$ cat src/rtl/fir_pkg.sv
// Shared constants, coefficient table and FSM state type for the 31-tap FIR sequencer.
// The coefficients are a symmetric low-pass set whose taps sum to 1025 (unity gain after >>> 10).
package fir_pkg;

    localparam int TAPS      = 31;
    localparam int COEF_W    = 16;
    localparam int ACC_GUARD = 16;

    localparam logic signed [COEF_W-1:0] COEFS [TAPS] = '{
        -16'sd1,   -16'sd2,   -16'sd2,   16'sd0,    16'sd5,    16'sd10,   16'sd10,   16'sd0,
        -16'sd19,  -16'sd37,  -16'sd36,  16'sd0,    16'sd70,   16'sd157,  16'sd229,  16'sd257,
        16'sd229,  16'sd157,  16'sd70,   16'sd0,    -16'sd36,  -16'sd37,  -16'sd19,  16'sd0,
        16'sd10,   16'sd10,   16'sd5,    16'sd0,    -16'sd2,   -16'sd2,   -16'sd1
    };

    typedef enum logic [1:0] {
        ST_IDLE  = 2'd0,
        ST_ACCUM = 2'd1,
        ST_DONE  = 2'd2
    } fir_state_t;

    // Accumulator width grows with the sample width by a fixed guard.
    function automatic int acc_width(input int width);
        return width + ACC_GUARD;
    endfunction

endpackage

$ cat src/rtl/fir_mac.sv
// Time-shared signed multiply-accumulate: full-precision product added into a
// WIDTH+16 bit accumulator, with a synchronous clear that has priority over accumulate.
module fir_mac
    import fir_pkg::*;
#(
    parameter int WIDTH = 8
) (
    input  logic                          i_clk,
    input  logic                          i_rst,
    input  logic                          i_clear,
    input  logic                          i_en,
    input  logic [WIDTH-1:0]              i_sample,
    input  logic [COEF_W-1:0]             i_coef,
    output logic [WIDTH+ACC_GUARD-1:0]    o_acc
);

    localparam int ACC_W = acc_width(WIDTH);

    logic signed [ACC_W-1:0] r_acc;
    logic signed [ACC_W-1:0] w_product;

    // WIDTH x 16 signed product fits exactly in ACC_W bits, so nothing is truncated.
    assign w_product = ACC_W'($signed(i_sample)) * ACC_W'($signed(i_coef));

    always_ff @(posedge i_clk) begin
        if (i_rst || i_clear) begin
            r_acc <= '0;
        end else if (i_en) begin
            r_acc <= r_acc + w_product;
        end
    end

    assign o_acc = r_acc;

endmodule

$ cat src/rtl/fir_mac_sequencer.sv
// 31-tap FIR over a circular sample buffer, one MAC per cycle: accept, 31 accumulate
// edges, one output edge. Samples offered while busy are dropped and flagged.
module fir_mac_sequencer
    import fir_pkg::*;
#(
    parameter int WIDTH = 8,
    parameter int SHIFT = 10
) (
    input  logic             clk_in,
    input  logic             rst_in,
    input  logic [WIDTH-1:0] sample_in,
    input  logic             sample_valid_in,
    output logic [WIDTH-1:0] filtered_out,
    output logic             filtered_valid_out,
    output logic             busy_out,
    output logic             overrun_out,
    output logic [1:0]       state_out
);

    localparam int ACC_W = acc_width(WIDTH);
    localparam logic signed [ACC_W-1:0] SAT_MAX = ACC_W'((1 << (WIDTH-1)) - 1);
    localparam logic signed [ACC_W-1:0] SAT_MIN = ~SAT_MAX;

    fir_state_t              r_state;
    fir_state_t              w_next_state;
    logic [WIDTH-1:0]        r_buf [TAPS];
    logic [4:0]              r_wr_ptr;
    logic [4:0]              r_newest_ptr;
    logic [4:0]              r_k;
    logic [WIDTH-1:0]        r_filtered;
    logic                    r_filtered_valid;
    logic                    r_overrun;

    logic                    w_accept;
    logic [5:0]              w_rd_wrap;
    logic [4:0]              w_rd_idx;
    logic [COEF_W-1:0]       w_coef;
    logic [ACC_W-1:0]        w_acc;
    logic signed [ACC_W-1:0] w_shifted;
    logic [WIDTH-1:0]        w_sat;

    assign w_accept = (r_state == ST_IDLE) && sample_valid_in;

    // Tap k reads the sample k positions older than the newest one, modulo 31.
    assign w_rd_wrap = {1'b0, r_newest_ptr} + 6'(TAPS) - {1'b0, r_k};
    assign w_rd_idx  = (r_newest_ptr >= r_k) ? (r_newest_ptr - r_k) : w_rd_wrap[4:0];
    assign w_coef    = (r_k < 5'(TAPS)) ? COEFS[r_k] : '0;

    fir_mac #(.WIDTH(WIDTH)) u_mac (
        .i_clk    (clk_in),
        .i_rst    (rst_in),
        .i_clear  (w_accept),
        .i_en     (r_state == ST_ACCUM),
        .i_sample (r_buf[w_rd_idx]),
        .i_coef   (w_coef),
        .o_acc    (w_acc)
    );

    assign w_shifted = $signed(w_acc) >>> SHIFT;

    always_comb begin
        w_sat = w_shifted[WIDTH-1:0];
        if (w_shifted > SAT_MAX) begin
            w_sat = SAT_MAX[WIDTH-1:0];
        end else if (w_shifted < SAT_MIN) begin
            w_sat = SAT_MIN[WIDTH-1:0];
        end
    end

    always_ff @(posedge clk_in) begin
        if (rst_in) begin
            r_state <= ST_IDLE;
        end else begin
            r_state <= w_next_state;
        end
    end

    always_comb begin
        w_next_state = r_state;
        case (r_state)
            ST_IDLE:  if (sample_valid_in) w_next_state = ST_ACCUM;
            ST_ACCUM: if (r_k == 5'(TAPS-1)) w_next_state = ST_DONE;
            ST_DONE:  w_next_state = ST_IDLE;
            default:  w_next_state = ST_IDLE;
        endcase
    end

    always_comb begin
        busy_out  = (r_state != ST_IDLE);
        state_out = r_state;
    end

    always_ff @(posedge clk_in) begin
        if (rst_in) begin
            for (int i = 0; i < TAPS; i++) begin
                r_buf[i] <= '0;
            end
            r_wr_ptr         <= '0;
            r_newest_ptr     <= '0;
            r_k              <= '0;
            r_filtered       <= '0;
            r_filtered_valid <= 1'b0;
            r_overrun        <= 1'b0;
        end else begin
            r_filtered_valid <= 1'b0;
            // A sample arriving on the DONE edge is still treated as busy.
            r_overrun        <= sample_valid_in && (r_state != ST_IDLE);
            if (w_accept) begin
                r_buf[r_wr_ptr] <= sample_in;
                r_newest_ptr    <= r_wr_ptr;
                r_wr_ptr        <= (r_wr_ptr == 5'(TAPS-1)) ? '0 : r_wr_ptr + 5'd1;
                r_k             <= '0;
            end else if (r_state == ST_ACCUM) begin
                r_k <= r_k + 5'd1;
            end
            if (r_state == ST_DONE) begin
                r_filtered       <= w_sat;
                r_filtered_valid <= 1'b1;
            end
        end
    end

    assign filtered_out       = r_filtered;
    assign filtered_valid_out = r_filtered_valid;
    assign overrun_out        = r_overrun;

endmodule

$ cat config.mk
export PLATFORM = sky130hd
export DESIGN_NAME = fir_mac_sequencer
export DESIGN_NICKNAME = d
export VERILOG_FILES = /design/src/rtl/fir_pkg.sv /design/src/rtl/fir_mac.sv /design/src/rtl/fir_mac_sequencer.sv
export SDC_FILE = /design/constraint.sdc
export NUM_CORES = 1
export LEC_CHECK = 0
export BUFFER_PORTS_ARGS = -buffer_cell sky130_fd_sc_hd__buf_2
export CORE_MARGIN = 5
export CORE_UTILIZATION = 58
export DETAILED_ROUTE_END_ITERATION = 10
export GPL_ROUTABILITY_DRIVEN = 0
export PLACE_DENSITY = 0.87
export SKIP_LAST_GASP = 1
export SYNTH_ARGS = -nofsm -noshare
export SYNTH_HDL_FRONTEND = slang
export SYNTH_SLANG_ARGS = --single-unit
$ cat constraint.sdc
create_clock -name clk_in -period 9.7 [get_ports clk_in]
set_clock_uncertainty 0.2 [all_clocks]
set_input_delay 1.94 -clock clk_in [delete_from_list [all_inputs] [get_ports clk_in]]
set_output_delay 1.94 -clock clk_in [all_outputs]
set_load 0.02 [all_outputs]
Word-level counts from Yosys, hierarchy flattened
Memory sizes are Yosys's and may differ from the RTL's.
Index checks and enable logic that the tools add are counted.

operators by class
  add/sub/neg operators = 6
  multipliers = 1
  order comparisons = 5
  eq/ne operators = 6
  mux-type cells = 19
  bitwise logic cells = 1
  reductions and logical operators = 8

operator list
  operator                                                                           count
  16-bit two-way mux                                                                 3
  24-bit adder                                                                       1
  8-bit by 16-bit multiplier with 24-bit output                                      1
  8-bit two-way mux                                                                  3
  5-bit two-way mux                                                                  3
  14-bit by 8-bit greater-than comparator with 1-bit output (second input constant)  1
  14-bit by 8-bit less-than comparator with 1-bit output (second input constant)     1
  5-bit by 1-bit adder with 5-bit output (second input constant)                     2
  5-bit equality test (second input constant)                                        2
  5-bit subtractor                                                                   2
  8-bit OR reduction                                                                 1
  1-bit two-way mux                                                                  7
  6-bit >= comparator (second input constant)                                        1
  5-bit NOT with 6-bit output                                                        1
  5-bit adder (second input constant)                                                1
  5-bit >= comparator                                                                1
  5-bit less-than comparator (second input constant)                                 1
  2-bit two-way mux                                                                  2
  2-bit != test (second input constant)                                              2
  2-bit one-hot mux with 2 select lines                                              1
  2-bit by 1-bit equality test with 1-bit output (second input constant)             1
  2-bit equality test (second input constant)                                        1
  1-bit logical AND                                                                  2
  2-bit zero test                                                                    1
  4 further kinds                                                                    4

word-level totals
  register bits = 51
  RAM bits = 248
  bits in read-only memories = 512
  input port bits = 11
  output and inout bits = 13
  logic and storage cells = 56
  memories = 2

memory list
  memory           depth  width  read ports  clocked after Yosys merged registers in  write ports  RTL line                 source
  (no name shown)  32     16     1           0                                        0            fir_mac_sequencer.sv:47  assign w_coef = (r_k < 5'(TAPS)) ? COEFS[r_k] : '0;
  r_buf            31     8      1           0                                        31           fir_mac_sequencer.sv:26  logic [WIDTH-1:0] r_buf [TAPS];

Depth between registers and ports, before layout
  depth after elaboration = 7
  gate-level depth with buffers = 34
  mapped depth without buffers = 31

Cells and area by module
From an unflattened synthesis, not the netlist that was laid out.

unflattened totals
  cell total of the unflattened synthesis = 1938
  area total of the unflattened synthesis = 20967.6 sq um

modules (own cells, without submodules)
  module             instances  cells each  area an instance (sq um)  seq. area each (sq um)
  fir_mac_sequencer  1          1352        15217.1                   8227.9
  fir_mac            1          586         5750.5                    480.5

Least setup slack after synthesis
Ideal clock, no wire load.

  path kind = reg2reg
  from = reg r_k[2]
  to = reg u_mac.r_acc[23] (netlist: u_mac.o_acc[23])
  library setup time = 0.070 ns
  arrival = 9.563 ns
  required time = 9.430 ns
  path slack = -0.133 ns
  cell stages (with the launch flop) = 31
  path buffers = 4
  clock period less this slack = 9.833 ns
  cell sequence = dfxtp_1 clkbuf_1 clkinv_1 ha_1 a21oi_1 o21a_1 buf_6 mux2i_4 buf_2 buf_2 a21oi_1 nor4_1 mux2i_1 a22o_1 nor3_1 fa_1 inv_1 fa_1 inv_1 fa_1 fa_1 ha_1 ha_1 a21o_1 a21o_1 a31o_2 or4_1 a41oi_1 xnor2_1 or3_1 a21oi_1

on the way
  longest elaborated chain between the ends = 7
  elaborated cells between the ends (all ways) = 13
  classes of those cells = add/sub (3); mul (1); order compare (2); mux (4); bitwise (1); memory (2)

RTL lines
  item                                                       RTL line                  source
  start, declared                                            fir_mac_sequencer.sv:29   logic [4:0] r_k;
  start signal, assigned                                     fir_mac_sequencer.sv:114  r_k <= r_k + 5'd1;
  branches (longest 5 deep; another with memory 31 x 8 bit)  -
  8-bit by 16-bit multiplier with 24-bit output (*)          fir_mac.sv:23             assign w_product = ACC_W'($signed(i_sample)) * ACC_W'($signed(i_coef));
  24-bit adder (*)                                           fir_mac.sv:29             r_acc <= r_acc + w_product;
  end signal, assigned                                       fir_mac.sv:29
  end, declared                                              fir_mac.sv:19             logic signed [ACC_W-1:0] r_acc;

Mark *: on every way between the ends. The select of a mux whose other input is x is not followed.
A chain may end at the register's enable or synchronous reset.

Worst setup path after layout
Same ends and word-level chain as after synthesis.

==> flow_summary.json <==
{
  "synth-main-ff-cell": "edfxtp_1",
  "hpwl_um": 36000,
  "grt_pass1_wl_um": 84800,
  "fin_ws_ps": 230,
  "crit_path_max_fanout": 14,
  "place_ws_ps": 149,
  "hold_viol": 0,
  "relSlewSlack": 0.0980,
  "num_vias": 15400,
  "fmax_ghz": 0.106,
  "finalSetupViolations": 0,
  "overflow": 0,
  "final_area_mm2": 0.0218,
  "antenna_found_initial": 0,
  "final_max_slew_viol_count": 0,
  "cts.sinks": 307,
  "avgViaCountPerCell": 6.46,
  "placed_area_mm2": 0.0205,
  "clk_pin_slew_ps": 60,
  "crit_arrival_ps": 9740,
  "period_share": 0.976,
  "synth_area_mm2": 0.0200,
  "floorplan.die_area_mm2": 0.0383,
  "numCtsBuffers": 34,
  "io_buffers": 23,
  "syn_inst": 1929,
  "synth_nets": 2123,
  "rows": 68,
  "drt_iter0_markers": 2128,
  "die_w_um": 196,
  "groute.usage.overall": 0.280,
  "critPathKind": "reg -> reg",
  "firstDrtPassIters": 11,
  "first_global_vias": 15200,
  "seq_area_frac_synth": 0.436,
  "clock-root-buffer": "clkbuf_16",
  "cts_tree": "done",
  "crit_required_ps": 9970,
  "crit_path_end_kind": "flip-flop",
  "async_flop_share": 0,
  "fin_tns_setup_ps": 0,
  "gr-usage-met1": 0.355,
  "status": "finished with violations",
  "num_antenna_cells": 0,
  "clk_latency_ps": 550,
  "routed_wl_um": 54600,
  "h-tree-depth": 2,
  "ys_types": 83,
  "final.min_clock_period_ps": 9470,
  "hold_buffers": 0,
  "fillCellCount": 2488,
  "grt_max_degree": 62,
  "ys_warn_count": 0,
  "floorplan.initialDensity": 0.583,
  "ios": 24,
  "drv_cap": 0,
  "layout.nets": 2107,
  "crit_path_start_kind": "flip-flop",
  "synth_edf_count": 256,
  "drtAntennaViolNets": 0,
  "dp.cells": 2324,
  "met2_usage": 0.458,
  "violations": "design-rule violations",
  "min_path_type": "reg -> reg",
  "drive_gt1_frac": 0.102,
  "placeableCoreArea_mm2": 0.0343,
  "routedWlPerCell_um": 22.8,
  "fp.dieH_um": 196,
  "grt.busiest_layer": "met2",
  "drc": 1,
  "clockBufferDepth": 3,
  "synth.avg_cell_area_um2": 10.4,
  "final_cells": 2391,
  "area_delta_synth_final_pct": 8.92,
  "worst_slew_pin_slew_ps": 1350,
  "ys_ff_latch": 307,
  "gr-usage-met3": 0.0685
}
## final timing paths
path         slack, ps                         start  depth (start not counted)                            to
max reg2reg        230           r_k[2]$_SDFFE_PP0N_                         27  u_mac.o_acc[23]$_SDFFE_PP0N_
min                260  filtered_out[0]$_SDFFE_PP0P_                          2  filtered_out[0]$_SDFFE_PP0P_
min reg2reg        260  filtered_out[0]$_SDFFE_PP0P_                          2  filtered_out[0]$_SDFFE_PP0P_
max                230           r_k[2]$_SDFFE_PP0N_                         27  u_mac.o_acc[23]$_SDFFE_PP0N_
## state kept, by name (all words and copies together), names as in the netlist
register and flops:
r_buf 256, filtered_out 8, state_out 2, filtered_valid_out 1, r_k 5, overrun_out 1
r_wr_ptr 5, u_mac.o_acc 24, r_newest_ptr 5
## repair_timing
action	in CTS	in global routing
setup endpoints to repair	0	10
buffers inserted	0	7
resized for setup	0	22
hold endpoints to repair	0	0
## layout by cell type, fill, tap and decap left out, drive strengths merged, types with 5 or more instances in the layout
| cell type | synthesis | routed |
|---|---|---|
| and3 | 15 | 15 |
| nor2b | 12 | 12 |
| a22oi | 13 | 13 |
| nor2 | 75 | 75 |
| or4 | 6 | 6 |
| nor3 | 42 | 42 |
| o21ai | 27 | 27 |
| ha | 70 | 70 |
| buf | 59 | 66 |
| nand2 | 82 | 82 |
| a21o | 10 | 10 |
| a21oi | 300 | 300 |
| o21a | 8 | 8 |
| mux2 | 5 | 5 |
| nor4 | 59 | 59 |
| a2111oi | 5 | 5 |
| nand2b | 5 | 5 |
| nand3 | 53 | 53 |
| a22o | 12 | 12 |
| nand3b | 6 | 6 |
| xnor2 | 19 | 19 |
| dfxtp | 51 | 51 |
| inv | 143 | 146 |
| fa | 113 | 113 |
| clkinv | 1 | 13 |
| a211oi | 15 | 15 |
| mux2i | 36 | 36 |
| or3 | 7 | 7 |
| a31oi | 6 | 7 |
| and2 | 256 | 256 |
| edfxtp | 256 | 256 |
| o211ai | 9 | 9 |
| clkbuf | 60 | 42 |
| or2 | 32 | 32 |
| nand4 | 6 | 6 |
## cell type report
cell class              instances  area [um^2]  area share
clock inverters                17          169     0.00776
flip-flops and latches        307         8710       0.400
inverters                     144          541      0.0248
multi-input cells            1360        10400       0.477
clock buffers                  42          922      0.0424
repair buffers                 66          483      0.0222
well taps                     455          569      0.0262
## logic make-up after synthesis
family / synth area share
adders and majority gates: 0.158
buffers and inverters: 0.0544
xor gates and xnor gates: 0.0101
AOI/OAI and AO/OA: 0.134
muxes: 0.0217
and+or+nand+nor: 0.187
DFF: 0.436
## critical path, cell delays in order, from the launching register on
cell and delay (ps):
dfxtp_1 330, clkinv_1 210, ha_1 500, nand2_1 170, o21ai_1 460, a31oi_1 310, o21a_1 270, o211a_1 290
nor2_1 1040, a22o_1 450, nor3_4 60, buf_4 260, fa_1 540, inv_1 60, fa_1 510, inv_1 50
fa_1 460, fa_1 510, ha_1 320, ha_1 360, a21o_1 180, a21o_1 200, a31o_2 270, or4_1 540
a41oi_1 250, xnor2_1 110, or3_1 320, a21oi_1 140
## stage by stage
step / util / hold WS, ps
after floorplan: - / 232
after global placement: 0.598 / 238
after detailed placement: 0.598 / 245
after CTS: 0.630 / 257
after global routing: 0.635 / 276
final: 0.635 / 260
## cell usage after synthesis (all sizes together), types with 4 or more instances
cell type / n / share of area
a2111oi: 5 / 0.0023
a211o: 4 / 0.0018
a211oi: 15 / 0.0056
a21o: 10 / 0.0038
a21oi: 300 / 0.075
a22o: 12 / 0.0053
a22oi: 13 / 0.0061
a31oi: 6 / 0.0019
and2: 256 / 0.080
and3: 15 / 0.0047
buf: 59 / 0.016
clkbuf: 60 / 0.011
dfxtp: 51 / 0.051
edfxtp: 256 / 0.38
fa: 113 / 0.11
ha: 70 / 0.044
inv: 143 / 0.027
mux2: 5 / 0.0028
mux2i: 36 / 0.019
nand2: 82 / 0.016
nand2b: 5 / 0.0016
nand3: 53 / 0.013
nand3b: 6 / 0.0023
nand4: 6 / 0.0019
nor2: 75 / 0.014
nor2b: 12 / 0.0038
nor3: 42 / 0.011
nor3b: 4 / 0.0015
nor4: 59 / 0.018
o211ai: 9 / 0.0034
o21a: 8 / 0.0030
o21ai: 27 / 0.0070
o22ai: 4 / 0.0013
or2: 32 / 0.010
or3: 7 / 0.0022
or4: 6 / 0.0030
xnor2: 19 / 0.0083
xor2: 4 / 0.0018
## metal layers
metal / part of all wire / up-vias
li1: - / 6771
met1: 0.35 / 7362
met2: 0.47 / 1053
met3: 0.12 / 252
met4: 0.058 / 0
met5: 0 / -
Power is left out: the tool's default activity adds up to more than one toggle a clock period on the data nets, which glitch-free logic cannot reach.
